## src/rtl/add_sub_pkg.sv

```systemverilog
// Shared datapath width and op-code encodings for the add-class execute stage.
package add_sub_pkg;
`ifdef RV32GC_ISA
  localparam int XLEN_DEF = 32;
`else
  localparam int XLEN_DEF = 64;
`endif
  localparam int OPW_DEF = 3;

  localparam logic [OPW_DEF-1:0] OP_ADD  = 3'd0;
  localparam logic [OPW_DEF-1:0] OP_SUB  = 3'd1;
  localparam logic [OPW_DEF-1:0] OP_ADDW = 3'd2;
  localparam logic [OPW_DEF-1:0] OP_SUBW = 3'd3;
  localparam logic [OPW_DEF-1:0] OP_SLT  = 3'd4;
  localparam logic [OPW_DEF-1:0] OP_SLTU = 3'd5;
endpackage

```

## src/rtl/CLA_64_32.sv

```systemverilog
// Three-level carry-lookahead adder: 4-bit groups, 16-bit blocks, block chain.
// Builds as 64-bit (4 blocks) or 32-bit (2 blocks) from XLEN.
module CLA_64_32 #(
  parameter int XLEN = 64
) (
  input  logic [XLEN-1:0] A,
  input  logic [XLEN-1:0] B,
  input  logic            Ci,
  output logic [XLEN-1:0] S,
  output logic            Co,
  output logic            Gm,
  output logic            Pm
);
  localparam int NG = XLEN / 4;
  localparam int NB = NG / 4;

  logic [XLEN-1:0] g_s, p_s, c_s;
  logic [NG-1:0]   gg_s, gp_s, gc_s;
  logic [NB-1:0]   bg_s, bp_s, bc_s;

  assign g_s = A & B;
  assign p_s = A ^ B;
  assign S   = p_s ^ c_s;

  for (genvar k = 0; k < NG; k++) begin : g_grp
    assign gg_s[k] = g_s[4*k+3] | (p_s[4*k+3] & g_s[4*k+2])
                   | (p_s[4*k+3] & p_s[4*k+2] & g_s[4*k+1])
                   | (&p_s[4*k+1 +: 3] & g_s[4*k]);
    assign gp_s[k] = &p_s[4*k +: 4];
  end

  for (genvar j = 0; j < NB; j++) begin : g_blk
    assign bg_s[j] = gg_s[4*j+3] | (gp_s[4*j+3] & gg_s[4*j+2])
                   | (gp_s[4*j+3] & gp_s[4*j+2] & gg_s[4*j+1])
                   | (&gp_s[4*j+1 +: 3] & gg_s[4*j]);
    assign bp_s[j] = &gp_s[4*j +: 4];
  end

  // Top level: carry into each block plus whole-word generate/propagate
  always_comb begin
    logic cb, gm, pm;
    cb   = Ci;
    gm   = 1'b0;
    pm   = 1'b1;
    bc_s = {NB{1'b0}};
    for (int j = 0; j < NB; j++) begin
      bc_s[j] = cb;
      cb      = bg_s[j] | (bp_s[j] & cb);
      gm      = bg_s[j] | (bp_s[j] & gm);
      pm      = pm & bp_s[j];
    end
    Co = cb;
    Gm = gm;
    Pm = pm;
  end

  // Middle level: carry into each 4-bit group from its block carry
  always_comb begin
    logic cg;
    cg   = 1'b0;
    gc_s = {NG{1'b0}};
    for (int k = 0; k < NG; k++) begin
      cg = bc_s[k/4];
      for (int t = (k/4)*4; t < k; t++) cg = gg_s[t] | (gp_s[t] & cg);
      gc_s[k] = cg;
    end
  end

  // Bottom level: carry into each bit from its group carry
  always_comb begin
    logic cin;
    cin = 1'b0;
    c_s = {XLEN{1'b0}};
    for (int i = 0; i < XLEN; i++) begin
      cin = gc_s[i/4];
      for (int t = (i/4)*4; t < i; t++) cin = g_s[t] | (p_s[t] & cin);
      c_s[i] = cin;
    end
  end
endmodule

```

## src/rtl/add_sub_exec_stage.sv

```systemverilog
// Two-stage add-class execute pipeline: operand prep register, then CLA add
// and result/flag formatting register, with valid/ready on both sides and flush.
module add_sub_exec_stage
  import add_sub_pkg::*;
#(
  parameter int XLEN = XLEN_DEF,
  parameter int OPW  = OPW_DEF
) (
  input  logic            clk,
  input  logic            rst_n,
  input  logic            flush,
  input  logic            in_valid,
  output logic            in_ready,
  input  logic [OPW-1:0]  in_op,
  input  logic [XLEN-1:0] in_a,
  input  logic [XLEN-1:0] in_b,
  input  logic [4:0]      in_rd,
  output logic            out_valid,
  input  logic            out_ready,
  output logic [XLEN-1:0] out_result,
  output logic [4:0]      out_rd,
  output logic            out_carry,
  output logic            out_overflow
);
  localparam bit W_OK  = (XLEN == 64);
  localparam int W_IDX = (XLEN > 32) ? 32 : 0;

  logic            s1_valid_r, s2_valid_r, ci_r, carry_r, ovf_r;
  logic [XLEN-1:0] a_r, b_r, result_r, b_prep_s, sum_s, res_s;
  logic [OPW-1:0]  op_r;
  logic [4:0]      rd_r, out_rd_r;
  logic            ci_prep_s, co_s, carry_s, ovf_s, ovf_full_s, ovf_w_s;
  logic            s1_adv_s, s2_adv_s, in_ready_s, gm_unused_s, pm_unused_s;

  assign s2_adv_s   = !s2_valid_r || out_ready;
  assign s1_adv_s   = s1_valid_r && s2_adv_s;
  assign in_ready_s = !flush && (!s1_valid_r || s2_adv_s);

  assign in_ready     = in_ready_s;
  assign out_valid    = s2_valid_r;
  assign out_result   = result_r;
  assign out_rd       = out_rd_r;
  assign out_carry    = carry_r;
  assign out_overflow = ovf_r;

  // Subtract-style ops add the inverted B with a carry-in of one
  always_comb begin
    case (in_op)
      OP_SUB, OP_SUBW, OP_SLT, OP_SLTU: begin
        b_prep_s  = ~in_b;
        ci_prep_s = 1'b1;
      end
      default: begin
        b_prep_s  = in_b;
        ci_prep_s = 1'b0;
      end
    endcase
  end

  // Stage 1: valid and prepared operands
  always_ff @(posedge clk or negedge rst_n) begin
    if (!rst_n) begin
      s1_valid_r <= 1'b0;
      a_r        <= {XLEN{1'b0}};
      b_r        <= {XLEN{1'b0}};
      ci_r       <= 1'b0;
      op_r       <= {OPW{1'b0}};
      rd_r       <= 5'd0;
    end else begin
      if (flush) s1_valid_r <= 1'b0;
      else if (in_ready_s) s1_valid_r <= in_valid;
      if (in_valid && in_ready_s) begin
        a_r  <= in_a;
        b_r  <= b_prep_s;
        ci_r <= ci_prep_s;
        op_r <= in_op;
        rd_r <= in_rd;
      end
    end
  end

  CLA_64_32 #(.XLEN(XLEN)) u_cla (
    .A  (a_r),
    .B  (b_r),
    .Ci (ci_r),
    .S  (sum_s),
    .Co (co_s),
    .Gm (gm_unused_s),
    .Pm (pm_unused_s)
  );

  // b_r already holds B', so the same overflow test serves add and subtract
  assign ovf_full_s = (a_r[XLEN-1] == b_r[XLEN-1]) && (sum_s[XLEN-1] != a_r[XLEN-1]);
  assign ovf_w_s    = (a_r[31] == b_r[31]) && (sum_s[31] != a_r[31]);

  // Stage 2 result and flag formatting per op
  always_comb begin
    res_s   = {XLEN{1'b0}};
    carry_s = 1'b0;
    ovf_s   = 1'b0;
    case (op_r)
      OP_ADD, OP_SUB: begin
        res_s   = sum_s;
        carry_s = co_s;
        ovf_s   = ovf_full_s;
      end
      OP_ADDW, OP_SUBW: begin
        if (W_OK) begin
          res_s = sum_s;
          for (int i = 32; i < XLEN; i++) res_s[i] = sum_s[31];
          carry_s = sum_s[W_IDX] ^ a_r[W_IDX] ^ b_r[W_IDX];
          ovf_s   = ovf_w_s;
        end else begin
          res_s   = {XLEN{1'b0}};
          carry_s = 1'b0;
          ovf_s   = 1'b0;
        end
      end
      OP_SLT: begin
        res_s[0] = sum_s[XLEN-1] ^ ovf_full_s;
        carry_s  = co_s;
      end
      OP_SLTU: begin
        res_s[0] = ~co_s;
        carry_s  = co_s;
      end
      default: begin
        res_s   = {XLEN{1'b0}};
        carry_s = 1'b0;
        ovf_s   = 1'b0;
      end
    endcase
  end

  // Stage 2: output valid and registered result
  always_ff @(posedge clk or negedge rst_n) begin
    if (!rst_n) begin
      s2_valid_r <= 1'b0;
      result_r   <= {XLEN{1'b0}};
      out_rd_r   <= 5'd0;
      carry_r    <= 1'b0;
      ovf_r      <= 1'b0;
    end else begin
      if (flush) s2_valid_r <= 1'b0;
      else if (s2_adv_s) s2_valid_r <= s1_valid_r;
      if (s1_adv_s && !flush) begin
        result_r <= res_s;
        out_rd_r <= rd_r;
        carry_r  <= carry_s;
        ovf_r    <= ovf_s;
      end
    end
  end
endmodule

```

## config.mk

```make
export PLATFORM = sky130hd
export DESIGN_NAME = add_sub_exec_stage
export DESIGN_NICKNAME = d
export VERILOG_FILES = /design/src/rtl/add_sub_pkg.sv /design/src/rtl/CLA_64_32.sv /design/src/rtl/add_sub_exec_stage.sv
export SDC_FILE = /design/constraint.sdc
export NUM_CORES = 1
export LEC_CHECK = 0
export ABC_CLOCK_PERIOD_IN_PS = 5000
export BUFFER_PORTS_ARGS = -buffer_cell sky130_fd_sc_hd__buf_2
export CAP_MARGIN = 15
export CORE_MARGIN = 10
export CORE_UTILIZATION = 46
export DETAILED_ROUTE_END_ITERATION = 6
export HOLD_SLACK_MARGIN = 0.05
export PLACE_DENSITY = 0.66
export SYNTH_ARGS = -nofsm -noshare
export SYNTH_HDL_FRONTEND = slang
export SYNTH_SLANG_ARGS = --single-unit
```

## constraint.sdc

```tcl
create_clock -name clk -period 5 [get_ports clk]
set_input_delay 1 -clock clk [delete_from_list [all_inputs] [get_ports clk]]
set_output_delay 1 -clock clk [all_outputs]
set_load 0.005 [all_outputs]
```

* After elaboration in Yosys (flattened, before gate mapping)
Cells that the tools add are included.
Storage, ports and cells: bits in registers 210, latch bits 0, memory bits (writable) 0, bits in read-only memories 0, input bits 141, output and inout port bits 73, logic and storage cells 369, memories 0
Cells by class: $add $sub $neg 0, multipliers 0, div/mod/pow operators 0, magnitude comparators 0, eq/ne operators 13, shift operators 0, multiplexer cells 10, bitwise logic cells 276, reductions and logical operators 59
Operators with widths (count):
- AND 1 bit | 144
- XOR 64 bit | 2
- case mux 63 bit (2 select lines) | 1
- bitwise OR 1 bit | 124
- AND 64 bit | 1
- 2-to-1 mux 64 bit | 1
- NOT 64 bit | 1
- AND reduction 16 bit | 4
- AND reduction 4 bit | 16
- AND reduction 12 bit | 4
- AND reduction 3 bit | 16
- equality test 3 bit (second input constant) | 4
- OR reduction 4 bit | 3
- equality test 3 x 2 -> 1 bit (second input constant) | 3
- equality test 3 x 1 -> 1 bit (second input constant) | 2
- logical AND 1 bit | 6
- 2-to-1 mux 1 bit | 5
- case mux 1 bit (2 select lines) | 2
- nonzero test 2 bit | 2
- OR reduction 2 bit | 2
- zero test 1 bit | 3
- zero test 3 bit | 1
- case mux 1 bit (3 select lines) | 1
- XOR 1 bit | 3
- 4 further kinds | 7

* Depth between registers and ports, before layout
Gate-level depths: netlist (run 1).
depth after elaboration 31, gate-level depth with buffers 18, mapped depth without buffers 16

* Hierarchy
From an unflattened synthesis (run 1), not the netlist that was laid out.
Unflattened totals: cell total of the unflattened synthesis 1130, area, all modules 12743.5 um^2
Modules (own cells, without submodules):
- add_sub_exec_stage | times used 1, cells each 834, area an instance 9867.0 um^2, sequential area each 5255.0 um^2
- CLA_64_32 | times used 1, cells each 296, area an instance 2876.5 um^2, sequential area each 0.0 um^2

* Worst setup path before layout (run 1)
No wires, ideal clock.
kind register to register, start register b_r[7], end register result_r[46] (netlist: out_result[46]), arrival 3963 ps, data required time 4881 ps, slack 918 ps, stages on the path, launching flop included 19, buffers on the path 2, clock period less this slack 4082 ps, cells stage by stage dfrtp_1 ha_1 nand2_2 nor3_2 a21oi_2 o31ai_2 nor2b_1 nor2_1 o21bai_1 a21oi_1 fa_1 fa_1 fa_1 xor2_1 or2_2 clkbuf_1 clkbuf_1 o211ai_1 o21a_1
Between the ends: cells in the longest elaborated chain, start to end 23, elaborated cells between the ends (all ways) 44, classes of those cells 1 x mux; 40 x bitwise; 3 x reduce/logical
RTL lines:
- start: declaration | RTL line add_sub_exec_stage.sv:29 | logic [XLEN-1:0] a_r, b_r, result_r, b_prep_s, sum_s, res_s;
- start signal: assignment | RTL line add_sub_exec_stage.sv:65 | b_r <= {XLEN{1'b0}};
- start signal: assignment | RTL line add_sub_exec_stage.sv:74 | b_r <= b_prep_s;
- XOR 64 bit | RTL line CLA_64_32.sv:22 | assign p_s = A ^ B;
- AND 1 bit (on tied branches) | RTL line CLA_64_32.sv:26, CLA_64_32.sv:27
- bitwise OR 1 bit / AND 1 bit (equally long branches) | RTL line CLA_64_32.sv:26, CLA_64_32.sv:27
- bitwise OR 1 bit | RTL line CLA_64_32.sv:27 | | (p_s[4*k+3] & p_s[4*k+2] & g_s[4*k+1])
- bitwise OR 1 bit | RTL line CLA_64_32.sv:28 | | (&p_s[4*k+1 +: 3] & g_s[4*k]);
- AND 1 bit | RTL line CLA_64_32.sv:34 | | (gp_s[4*j+3] & gp_s[4*j+2] & gg_s[4*j+1])
- bitwise OR 1 bit | RTL line CLA_64_32.sv:34
- bitwise OR 1 bit | RTL line CLA_64_32.sv:35 | | (&gp_s[4*j+1 +: 3] & gg_s[4*j]);
- [7 not listed]
- AND 1 bit (on tied branches) | RTL line CLA_64_32.sv:76, CLA_64_32.sv:64
- bitwise OR 1 bit (on tied branches) | RTL line CLA_64_32.sv:76, CLA_64_32.sv:64
- AND 1 bit | RTL line CLA_64_32.sv:76 | for (int t = (i/4)*4; t < i; t++) cin = g_s[t] | (p_s[t] & cin);
- bitwise OR 1 bit | RTL line CLA_64_32.sv:76
- AND 1 bit | RTL line CLA_64_32.sv:76
- bitwise OR 1 bit | RTL line CLA_64_32.sv:76
- XOR 64 bit * | RTL line CLA_64_32.sv:23 | assign S = p_s ^ c_s;
- case mux 63 bit (2 select lines) * | RTL line add_sub_exec_stage.sv:101 | case (op_r)
- end signal: assignment | RTL line add_sub_exec_stage.sv:139 | result_r <= {XLEN{1'b0}};
- end signal: assignment | RTL line add_sub_exec_stage.sv:147 | result_r <= res_s;
- end: declaration | RTL line add_sub_exec_stage.sv:29
Mark *: on every way between the ends. The rest lies on a longest branch, timed or not. A chain may end at the register's enable or synchronous reset.

* Worst setup path in the final report (run 1)
start register a_r[7], end register result_r[43] (netlist: out_result[43])
Between the ends: cells in the longest elaborated chain, start to end 23, elaborated cells between the ends (all ways) 44, classes of those cells 1 x mux; 40 x bitwise; 3 x reduce/logical
RTL lines:
- start: declaration | RTL line add_sub_exec_stage.sv:29
- start signal: assignment | RTL line add_sub_exec_stage.sv:64 | a_r <= {XLEN{1'b0}};
- start signal: assignment | RTL line add_sub_exec_stage.sv:73 | a_r <= in_a;
- XOR 64 bit | RTL line CLA_64_32.sv:22
- AND 1 bit (on tied branches) | RTL line CLA_64_32.sv:26, CLA_64_32.sv:27
- bitwise OR 1 bit / AND 1 bit (equally long branches) | RTL line CLA_64_32.sv:26, CLA_64_32.sv:27
- bitwise OR 1 bit | RTL line CLA_64_32.sv:27
- bitwise OR 1 bit | RTL line CLA_64_32.sv:28
- AND 1 bit | RTL line CLA_64_32.sv:34
- bitwise OR 1 bit | RTL line CLA_64_32.sv:34
- bitwise OR 1 bit | RTL line CLA_64_32.sv:35
- [7 not listed]
- AND 1 bit | RTL line CLA_64_32.sv:76
- bitwise OR 1 bit | RTL line CLA_64_32.sv:76
- AND 1 bit | RTL line CLA_64_32.sv:76
- bitwise OR 1 bit | RTL line CLA_64_32.sv:76
- AND 1 bit | RTL line CLA_64_32.sv:76
- bitwise OR 1 bit | RTL line CLA_64_32.sv:76
- XOR 64 bit * | RTL line CLA_64_32.sv:23
- case mux 63 bit (2 select lines) * | RTL line add_sub_exec_stage.sv:101
Marks and branches as above.

==> results of run 1 <==
==> per-layer routing <==
metal | GRT usage (%) | share of wire, % | vias up
met5 | 0 | 0.045 | -
met4 | 4.24 | 2.0 | 2
met3 | 3.62 | 5.4 | 42
met2 | 30.2 | 50 | 162
met1 | 23.3 | 43 | 3937
li1 | - | - | 3986
==> cell usage in the layout (no fill, tap or decap), types with 12 or more instances in the layout <==
cell       count
a21oi_1       78
buf_2        212
buf_4         12
clkbuf_16     25
dfrtp_1      210
fa_1          48
ha_1          64
inv_1        103
mux2_2        72
nand2_1       90
nor2_1        68
o211ai_1      23
o21a_1        24
o21ai_0       34
o31ai_1       30
xnor2_1       53
xor2_1        31
==> state kept, by name (all words and copies together) (netlist names), 3 cells and up <==
signal and cells:
a_r 64, b_r 64, op_r 3, out_rd 5
out_result 64, rd_r 5
==> per-stage QoR <==
stage | total power [mW] | worst slack [ps]
2_1_floorplan | 3.55 | 918
3_3_place_gp | 4.24 | 356
3_5_place_dp | 4.30 | 223
4_1_cts | 6.25 | 195
5_1_grt | 6.59 | 59.6
6_report | 6.16 | 442
==> report_power, final <==
group | switching, mW | leakage [nW] | total (mW) | internal (mW)
Clock | 0.715 | 0.427 | 1.92 | 1.21
Sequential | 0.242 | 2.48 | 2.32 | 2.07
Combinational | 1.04 | 3.78 | 1.92 | 0.882
Total | 1.99 | 6.69 | 6.16 | 4.17
==> synthesized netlist by cell type (all sizes together), types with 2 or more instances <==
cell type,instances
nand4,6
a31o,2
and4,5
o211ai,23
nand3,7
clkbuf,37
and3,2
xor2,31
a31oi,8
ha,64
o31ai,31
nor2,68
nor2b,3
nand2b,3
mux2,72
a221o,2
o21bai,4
or2,2
dfrtp,210
a21o,11
o21a,24
buf,19
nand2,92
a22o,2
a21oi,79
fa,48
o21ai,35
nor3,6
xnor2,53
inv,103
==> kinds of logic (layout without fill, tap and decap cells) <==
group                    count (synthesis)  in the layout  share of synthesized area [%]
adder cells (fa/ha/maj)                112            112                           15.3
buffers and inverters                  159            373                           5.33
multiplexers                            73             73                           7.12
AND/OR/NAND/NOR                        199            199                           7.47
flip-flops                             210            210                           45.6
AO/OA/AOI/OAI                          229            229                           12.8
XOR/XNOR                                84             84                           6.38
==> critical path: cells and delay by family, from the launching register on <==
kind | cells | cell delay [ps]
flip-flops | 1 | 380
AO/OA/AOI/OAI | 6 | 1270
XOR/XNOR | 1 | 220
AND/OR/NAND/NOR | 5 | 990
adder cells (fa/ha/maj) | 4 | 1560
==> layout make-up <==
cell class                 count  area [sq um]
fill                        2156         10700
multi-input combinational    697          5690
sequential                   210          5260
timing repair buffer         226          1190
clock buffer                  37           731
tap                          324           405
inverter                     103           387
clock inverter                 7           135
==> final timing paths <==
check / start / end
max: a_r[7]$_DFFE_PN0P_ / out_result[43]$_DFFE_PN0P_
min: rd_r[3]$_DFFE_PN0P_ / out_rd[3]$_DFFE_PN0P_
max reg2reg: a_r[7]$_DFFE_PN0P_ / out_result[43]$_DFFE_PN0P_
min reg2reg: rd_r[3]$_DFFE_PN0P_ / out_rd[3]$_DFFE_PN0P_
max in group asynchronous: rst_n / a_r[57]$_DFFE_PN0P_
min in group asynchronous: rst_n / out_result[7]$_DFFE_PN0P_
==> impl_metrics.py, run 1 <==
metrics = {
    "run_status": {
        "status": "finished clean",
    },
    "timing": {
        "min_period_ps": 4560,
        "hold_viol_final": 0,
        "setup_violations": 0,
        "holdWs_ps": 465,
        "max_slew_margin_pct": 36.5,
        "fmax_ghz": 0.219,
        "tns_ps": 0,
        "period_share_pct": 91.2,
        "final_max_slew_viol_count": 0,
        "rsz0062_at_grt": "no",
        "skew_ps": 17.3,
        "worst_pin_slew_ps": 952,
    },
    "floorplan": {
        "rows": 57,
        "die_area_sq_um": 31800,
        "core_sq_um": 24500,
        "start_util_pct": 47.1,
        "die_x_um": 178,
        "die_y_um": 178,
        "num_io_pins": 214,
    },
    "synthesis": {
        "async_flop_share_pct": 100,
        "syn_nets": 1319,
        "yosysTopAreaCell": "dfrtp_1",
        "synthFlopType": "dfrtp_1",
        "ys_warn_count": 0,
        "syn_area_sq_um": 11500,
        "synth_top_area_share_pct": 45.6,
        "avgSynthCellArea_sq_um": 10.8,
        "synth_edf_count": 0,
        "ys_ff_latch": 210,
        "synth.area.top_cells": "dfrtp_1 (46%), fa_1 (8.3%), mux2_2 (7.0%)",
        "postSynthCellCount": 1066,
        "ys_types": 50,
        "ys_seq_area_share_pct": 45.6,
    },
    "placement": {
        "dp_cells": 1560,
        "place.gp.congestion": 0.838,
        "dpl.hpwl_mm": 21.4,
        "place_area_sq_um": 12900,
        "portBuffers": 213,
    },
    "setup_path": {
        "crit_arrival_ps": 4960,
        "path_class": "register to register",
        "ff2ff_setup_slack_ps": 440,
        "endpoint_kind": "register",
        "path_max_fanout": 32,
        "cp_slowest_cell": "o31ai_2",
        "crit_top_cell": "fa_1",
        "critical_path_required_ps": 5400,
        "path_cells": "ha_1, nand2_2, nor3_2, a21oi_2, o31ai_2, nor2b_1, nor2_1, o21bai_1, a21oi_1, fa_1, fa_1, fa_1, xor2_1, or2_4, o21ai_0, a22o_1",
        "startpoint_type": "register",
        "rr_worst_depth": 16,
        "slowest_delay_ps": 450,
    },
    "final_layout": {
        "layout-drive-gt1-share_pct": 27.4,
        "final_util_pct": 56.4,
        "finalNetCount": 1516,
        "area_growth_pct": 19.6,
        "stdcell_count": 1604,
        "fin_area_sq_um": 13800,
        "antennaDiodeCount": 0,
    },
    "global_route": {
        "antenna_found_initial": 1,
        "overflow": 0,
        "track_usage_pct": 17.9,
        "grt_max_degree": 124,
        "grt_pass1_wl_mm": 45.8,
        "grt_pass1_vias": 8617,
    },
    "clock_tree": {
        "cts-htree-levels": 1,
        "cts_made_buffers": 25,
        "clock_tree.buffer_depth": 3,
        "tritoncts": "yes",
        "root_buffer": "clkbuf_16",
        "ctsHoldBuffers": 0,
        "cts.clk_slew.worst_paths_ps": 60,
        "cts_repair_resize_count": 0,
        "clk_latency_ps": 520,
        "postCtsSetupBuffers": 0,
        "clock-sinks": 210,
    },
    "drt": {
        "wl_mm": 28.7,
        "wl_per_cell_um": 17.9,
        "via_per_inst": 5.07,
        "ant_nets": 0,
        "dr.pass1.iters": 4,
        "vias": 8129,
        "drcViolationCount": 0,
        "drt_iter0_drc": 453,
    },
    "power": {
        "peakVddDrop_mv": 0.239,
        "p_leak_nw": 6.69,
        "p_per_area_nw_per_um2": 447,
    },
    "job": {
        "cap_viol_max_count": 0,
    },
    "hold_path": {
        "hold_path.class": "register to register",
        "min_path_cells": 2,
    },
}
(Power assumes the default switching activity.)
==> run 2, diff against run 1 <==
--- a/config.mk
+++ b/config.mk
@@ -6,10 +6,11 @@
 export NUM_CORES = 1
 export LEC_CHECK = 0
 export ABC_CLOCK_PERIOD_IN_PS = 5000
-export BUFFER_PORTS_ARGS = -buffer_cell sky130_fd_sc_hd__buf_2
+export BUFFER_PORTS_ARGS = -buffer_cell sky130_fd_sc_hd__buf_4
 export CAP_MARGIN = 15
 export CORE_MARGIN = 10
 export CORE_UTILIZATION = 46
+export CTS_CLUSTER_DIAMETER = 50
 export DETAILED_ROUTE_END_ITERATION = 6
 export HOLD_SLACK_MARGIN = 0.05
 export PLACE_DENSITY = 0.66
==> run 2 against run 1 <==
Net effect:
- register-to-register slack improved by 60 ps
- clock skew is 0.53 ps higher
- worst setup slack better by 59 ps
- global-route usage increased by 0.083 points
- largest cell class unchanged
- cell count increased by 0.50%
- cell area is 5.0% higher
- critical endpoint unchanged
- combinational power rose by 7%
- worst hold slack got worse by 1.5 ps
- die area stayed put
==> impl_metrics.py, run 2 (same netlist as run 1, synthesis figures left out) <==
metrics = {
    "setup_path": {
        "path_max_fanout": 32,
        "startpoint_type": "register",
        "worstSetupStartpoint": "b_r[7]$_DFFE_PN0P_",
        "endpoint_kind": "register",
        "ff2ff_setup_slack_ps": 500,
        "crit_end": "out_result[43]$_DFFE_PN0P_",
        "r2r_start": "b_r[7]$_DFFE_PN0P_",
        "path_class": "register to register",
        "crit_arrival_ps": 4910,
        "r2r-end": "out_result[43]$_DFFE_PN0P_",
        "rr_worst_depth": 16,
        "critical_path_required_ps": 5410,
    },
    "clock_tree": {
        "cts.clk_slew.worst_paths_ps": 60,
        "postCtsSetupBuffers": 0,
        "clock-sinks": 210,
        "cts_repair_resize_count": 0,
        "ctsHoldBuffers": 0,
        "clk_latency_ps": 530,
        "clock_tree.buffer_depth": 3,
        "tritoncts": "yes",
        "cts-htree-levels": 1,
        "root_buffer": "clkbuf_16",
        "cts_made_buffers": 29,
    },
    "floorplan": {
        "rows": 57,
        "core_sq_um": 24500,
        "die_area_sq_um": 31800,
        "start_util_pct": 47.1,
        "die_x_um": 178,
        "num_io_pins": 214,
        "die_y_um": 178,
    },
    "power": {
        "p_int_mw": 4.48,
        "p_leak_nw": 6.92,
        "combPwrFrac_pct": 31.4,
        "pwr-share-clk_pct": 33.2,
        "seqPwrFrac_pct": 35.4,
        "peakVddDrop_mv": 0.296,
        "swShare_pct": 31.7,
        "p_per_area_nw_per_um2": 453,
        "p_sw_mw": 2.08,
    },
    "global_route": {
        "track_usage_pct": 18.0,
        "grt_pass1_wl_mm": 46.1,
        "overflow": 0,
        "grt_max_degree": 116,
        "grt_pass1_vias": 8595,
        "antenna_found_initial": 0,
    },
    "drt": {
        "drcViolationCount": 0,
        "dr_wl_met3_mm": 1.57,
        "met1_length_mm": 12.4,
        "dr.pass1.iters": 5,
        "wl_per_cell_um": 17.9,
        "wl_mm": 28.9,
        "ant_nets": 0,
        "via_per_inst": 5.09,
        "wl_met2_mm": 14.3,
        "top_layer": "met4",
        "vias": 8200,
        "drt_iter0_drc": 393,
    },
    "hold_path": {
        "hold_path.class": "register to register",
    },
    "final_layout": {
        "regArea_sq_um": 5260,
        "area_growth_pct": 25.6,
        "stdcell_count": 1612,
        "multiInputGateArea_sq_um": 5690,
        "final_common_cell": "buf_4",
        "finalNetCount": 1519,
        "fillers": 2130,
        "antennaDiodeCount": 0,
        "layout-drive-gt1-share_pct": 28.0,
        "mostFrequentLayoutCells": "buf_4 (222), dfrtp_1 (210), inv_1 (103), nand2_1 (90), a21oi_1 (78)",
    },
    "timing": {
        "final_max_slew_viol_count": 0,
        "setup_violations": 0,
        "hold_viol_final": 0,
        "min_period_ps": 4500,
        "rsz0062_at_grt": "no",
        "tns_ps": 0,
        "skew_ps": 17.9,
        "max_slew_margin_pct": 29.9,
        "worst_pin_slew_ps": 1050,
        "period_share_pct": 90.0,
        "fmax_ghz": 0.222,
    },
    "job": {
        "cap_viol_max_count": 0,
    },
    "placement": {
        "portBuffers": 213,
        "place.gp.congestion": 0.830,
        "dpl.hpwl_mm": 21.5,
        "dp_cells": 1559,
    },
    "run_status": {
        "status": "finished clean",
    },
}
==> run 2: worst min path at each step <==
| stage | slack [ps] | cells after the start | end | from |
|---|---|---|---|---|
| after floorplan | 430 | 2 | out_rd[0]$_DFFE_PN0P_ | rd_r[0]$_DFFE_PN0P_ |
| after global placement | 450 | 2 | out_rd[3]$_DFFE_PN0P_ | rd_r[3]$_DFFE_PN0P_ |
| after detailed placement | 450 | 2 | out_rd[2]$_DFFE_PN0P_ | rd_r[2]$_DFFE_PN0P_ |
| after CTS | 470 | 2 | out_rd[2]$_DFFE_PN0P_ | rd_r[2]$_DFFE_PN0P_ |
| after global routing | 500 | 2 | out_rd[1]$_DFFE_PN0P_ | rd_r[1]$_DFFE_PN0P_ |
| final | 460 | 2 | out_rd[2]$_DFFE_PN0P_ | rd_r[2]$_DFFE_PN0P_ |
==> run 2: metal layers <==
layer / global-route usage (%) / vias up
met4: 4.37 / 0
met5: 0 / -
li1: - / 4007
met2: 30.5 / 163
met1: 23.2 / 3994
met3: 3.66 / 36
==> run 2: power groups by stage <==
stage	Clock (mW)	Combinational, mW	Sequential, mW
floorplan	0	1.25	2.31
global placement	0	2.05	2.34
detailed placement	0	2.09	2.35
CTS	2.22	2.11	2.33
global route	2.29	2.35	2.37
finish	2.18	2.06	2.32
==> run 2: metrics by stage <==
step	setup slack, ps	power, mW	utilization (%)	area (sq um)	hold slack, ps
floorplan	918	3.55	-	11500	433
global placement	361	4.39	55.0	13500	447
detailed placement	238	4.45	55.0	13500	452
CTS	219	6.66	59.2	14500	467
global route	154	7.01	59.2	14500	499
finish	501	6.56	59.2	14500	463
==> run 2: area by class of cell <==
type | instances | share of cell area (%)
inverters | 103 | 2.67
repair buffers | 225 | 11.9
clock inverters | 15 | 1.56
multi-input cells | 697 | 39.3
well taps | 324 | 2.80
clock buffers | 38 | 5.52
flip-flops and latches | 210 | 36.3
==> run 2: critical path, cell delays in order, from the launching register on <==
cell and delay, ps:
dfrtp_1 380, ha_1 350, nand2_2 70, nor3_2 190, a21oi_2 110, o31ai_2 410
nor2b_1 240, nor2_1 90, o21bai_1 220, a21oi_1 110, fa_1 390, fa_1 400
fa_1 420, xor2_1 230, or2_4 400, o21ai_0 150, a22o_1 210
==> run 3, diff against run 2 <==
--- a/config.mk
+++ b/config.mk
@@ -6,14 +6,14 @@
 export NUM_CORES = 1
 export LEC_CHECK = 0
 export ABC_CLOCK_PERIOD_IN_PS = 5000
-export BUFFER_PORTS_ARGS = -buffer_cell sky130_fd_sc_hd__buf_4
 export CAP_MARGIN = 15
 export CORE_MARGIN = 10
 export CORE_UTILIZATION = 46
 export CTS_CLUSTER_DIAMETER = 50
 export DETAILED_ROUTE_END_ITERATION = 6
+export DONT_BUFFER_PORTS = 1
 export HOLD_SLACK_MARGIN = 0.05
-export PLACE_DENSITY = 0.66
+export PLACE_DENSITY = 0.59
 export SYNTH_ARGS = -nofsm -noshare
 export SYNTH_HDL_FRONTEND = slang
 export SYNTH_SLANG_ARGS = --single-unit
==> run 3 against run 2 <==
Net effect:
- die area is the same
- sequential share of layout area grew 4.4 points
- routed wire length shrank 2.1%
- clock power grew 3%
- global-route usage shrank 0.40 points
- register-to-register slack lost 160 ps
- cell count shrank 13%
- power shrank 5.0%
- worst setup slack lost 160 ps
- cell area shrank 11%
- non-clock buffer count shrank 214
- worst hold slack lost 310 ps
- largest cell class unchanged
==> impl_metrics.py, run 3 (same netlist as run 1, synthesis figures left out) <==
metrics = {
    "floorplan": {
        "die_x_um": 178,
        "num_io_pins": 214,
        "rows": 57,
        "start_util_pct": 47.1,
        "die_area_sq_um": 31800,
        "die_y_um": 178,
        "core_sq_um": 24500,
    },
    "placement": {
        "dp_cells": 1345,
        "portBuffers": 0,
        "place_area_sq_um": 11800,
        "dpl.hpwl_mm": 20.4,
        "place.gp.congestion": 0.794,
    },
    "timing": {
        "setup_violations": 0,
        "max_slew_margin_pct": 38.9,
        "hold_viol_final": 0,
        "min_period_ps": 4660,
        "final_max_slew_viol_count": 0,
        "skew_ps": 17.0,
        "holdWs_ps": 156,
        "tns_ps": 0,
        "rsz0062_at_grt": "no",
        "period_share_pct": 93.2,
        "worst_pin_slew_ps": 917,
        "fmax_ghz": 0.214,
    },
    "clock_tree": {
        "root_buffer": "clkbuf_16",
        "ctsHoldBuffers": 0,
        "clock-sinks": 210,
        "cts_repair_resize_count": 0,
        "tritoncts": "yes",
        "clock_tree.buffer_depth": 3,
        "cts_made_buffers": 29,
        "cts.clk_slew.worst_paths_ps": 60,
        "clk_latency_ps": 540,
        "cts-htree-levels": 1,
        "postCtsSetupBuffers": 0,
    },
    "drt": {
        "wl_mm": 28.3,
        "ant_nets": 0,
        "drt_iter0_drc": 378,
        "drcViolationCount": 0,
        "dr.pass1.iters": 4,
        "via_per_inst": 5.27,
        "vias": 7383,
        "wl_per_cell_um": 20.2,
    },
    "final_layout": {
        "mostFrequentLayoutCells": "dfrtp_1 (210), inv_1 (103), nand2_1 (90), a21oi_1 (78), mux2_2 (72)",
        "fin_area_sq_um": 12900,
        "layout-drive-gt1-share_pct": 13.9,
        "area_growth_pct": 11.9,
        "stdcell_count": 1400,
        "fillers": 2189,
        "finalNetCount": 1305,
        "final_common_cell": "dfrtp_1",
    },
    "setup_path": {
        "crit_arrival_ps": 5140,
        "path_max_fanout": 17,
        "cp_slowest_cell": "or2_2",
        "path_cells": "ha_1, and4_1, nand4_1, o31ai_2, nor2b_1, nor2_1, o21bai_1, a21oi_1, fa_1, fa_1, fa_1, xor2_1, or2_2, buf_4, o211ai_1, o21a_1",
        "crit_buf_inv": 1,
        "endpoint_kind": "register",
        "critical_path_required_ps": 5480,
        "slowest_delay_ps": 480,
        "path_class": "register to register",
        "ff2ff_setup_slack_ps": 340,
        "crit_top_cell": "fa_1",
        "critPathTopFamily": "adder cells",
        "startpoint_type": "register",
    },
    "global_route": {
        "grt_pass1_wl_mm": 44.3,
        "overflow": 0,
        "antenna_found_initial": 4,
        "grt_pass1_vias": 7823,
        "track_usage_pct": 17.6,
        "grt_max_degree": 211,
    },
    "run_status": {
        "status": "finished clean",
    },
    "job": {
        "cap_viol_max_count": 0,
    },
    "power": {
        "p_leak_nw": 5.90,
        "peakVddDrop_mv": 0.305,
        "p_per_area_nw_per_um2": 483,
    },
    "hold_path": {
        "hold_path.class": "input pin to async pin",
    },
}
-- run 3: changes by cell type in the layout (fill, tap and decap cells not counted), sizes merged --
cell / before / now
bufinv: 5 / 6
buf: 225 / 11
diode: 0 / 1
inv: 107 / 108
clkbuf: 38 / 35
clkinvlp: 3 / 2
clkinv: 3 / 6
-- run 3: power breakdown --
part / total [mW] / switching (mW) / leakage, nW / internal [mW]
clock network: 2.25 / 0.820 / 0.516 / 1.43
registers: 2.41 / 0.338 / 2.48 / 2.08
logic: 1.57 / 0.846 / 2.91 / 0.723
-- run 3: metrics by stage --
stage	util [%]	power (mW)	setup slack (ps)
global placement	48.4	4.01	474
CTS	52.7	6.32	331
global route	52.7	6.68	85.9
detailed placement	48.4	4.04	373
floorplan	-	3.55	918
finish	52.8	6.23	338
-- run 3: area by class of cell --
cell class / count / area, sq um / area share (%)
diodes: 1 / 2.50 / 0.0194
multi-input cells: 697 / 5690 / 44.1
flip-flops and latches: 210 / 5260 / 40.7
clock inverters: 19 / 283 / 2.19
repair buffers: 11 / 108 / 0.834
well taps: 324 / 405 / 3.14
clock buffers: 35 / 778 / 6.03
inverters: 103 / 387 / 3.00
-- run 3: worst paths after layout --
check / to / cells past startpoint / from
min in group clk: out_rd[0]$_DFFE_PN0P_ / 2 / rd_r[0]$_DFFE_PN0P_
max in group asynchronous: out_result[50]$_DFFE_PN0P_ / 0 / rst_n
worst max register to register: out_result[53]$_DFFE_PN0P_ / 16 / a_r[15]$_DFFE_PN0P_
worst min register to register: out_rd[0]$_DFFE_PN0P_ / 2 / rd_r[0]$_DFFE_PN0P_
worst max-delay path: out_result[53]$_DFFE_PN0P_ / 16 / a_r[15]$_DFFE_PN0P_
worst min-delay path: out_result[5]$_DFFE_PN0P_ / 0 / rst_n
-- run 3: layer usage --
layer | GRT usage, % | wire length [um]
met5 | 0 | 41
met4 | 4.41 | 586
met3 | 5.62 | 2230
met2 | 28.0 | 13000
met1 | 22.9 | 12400
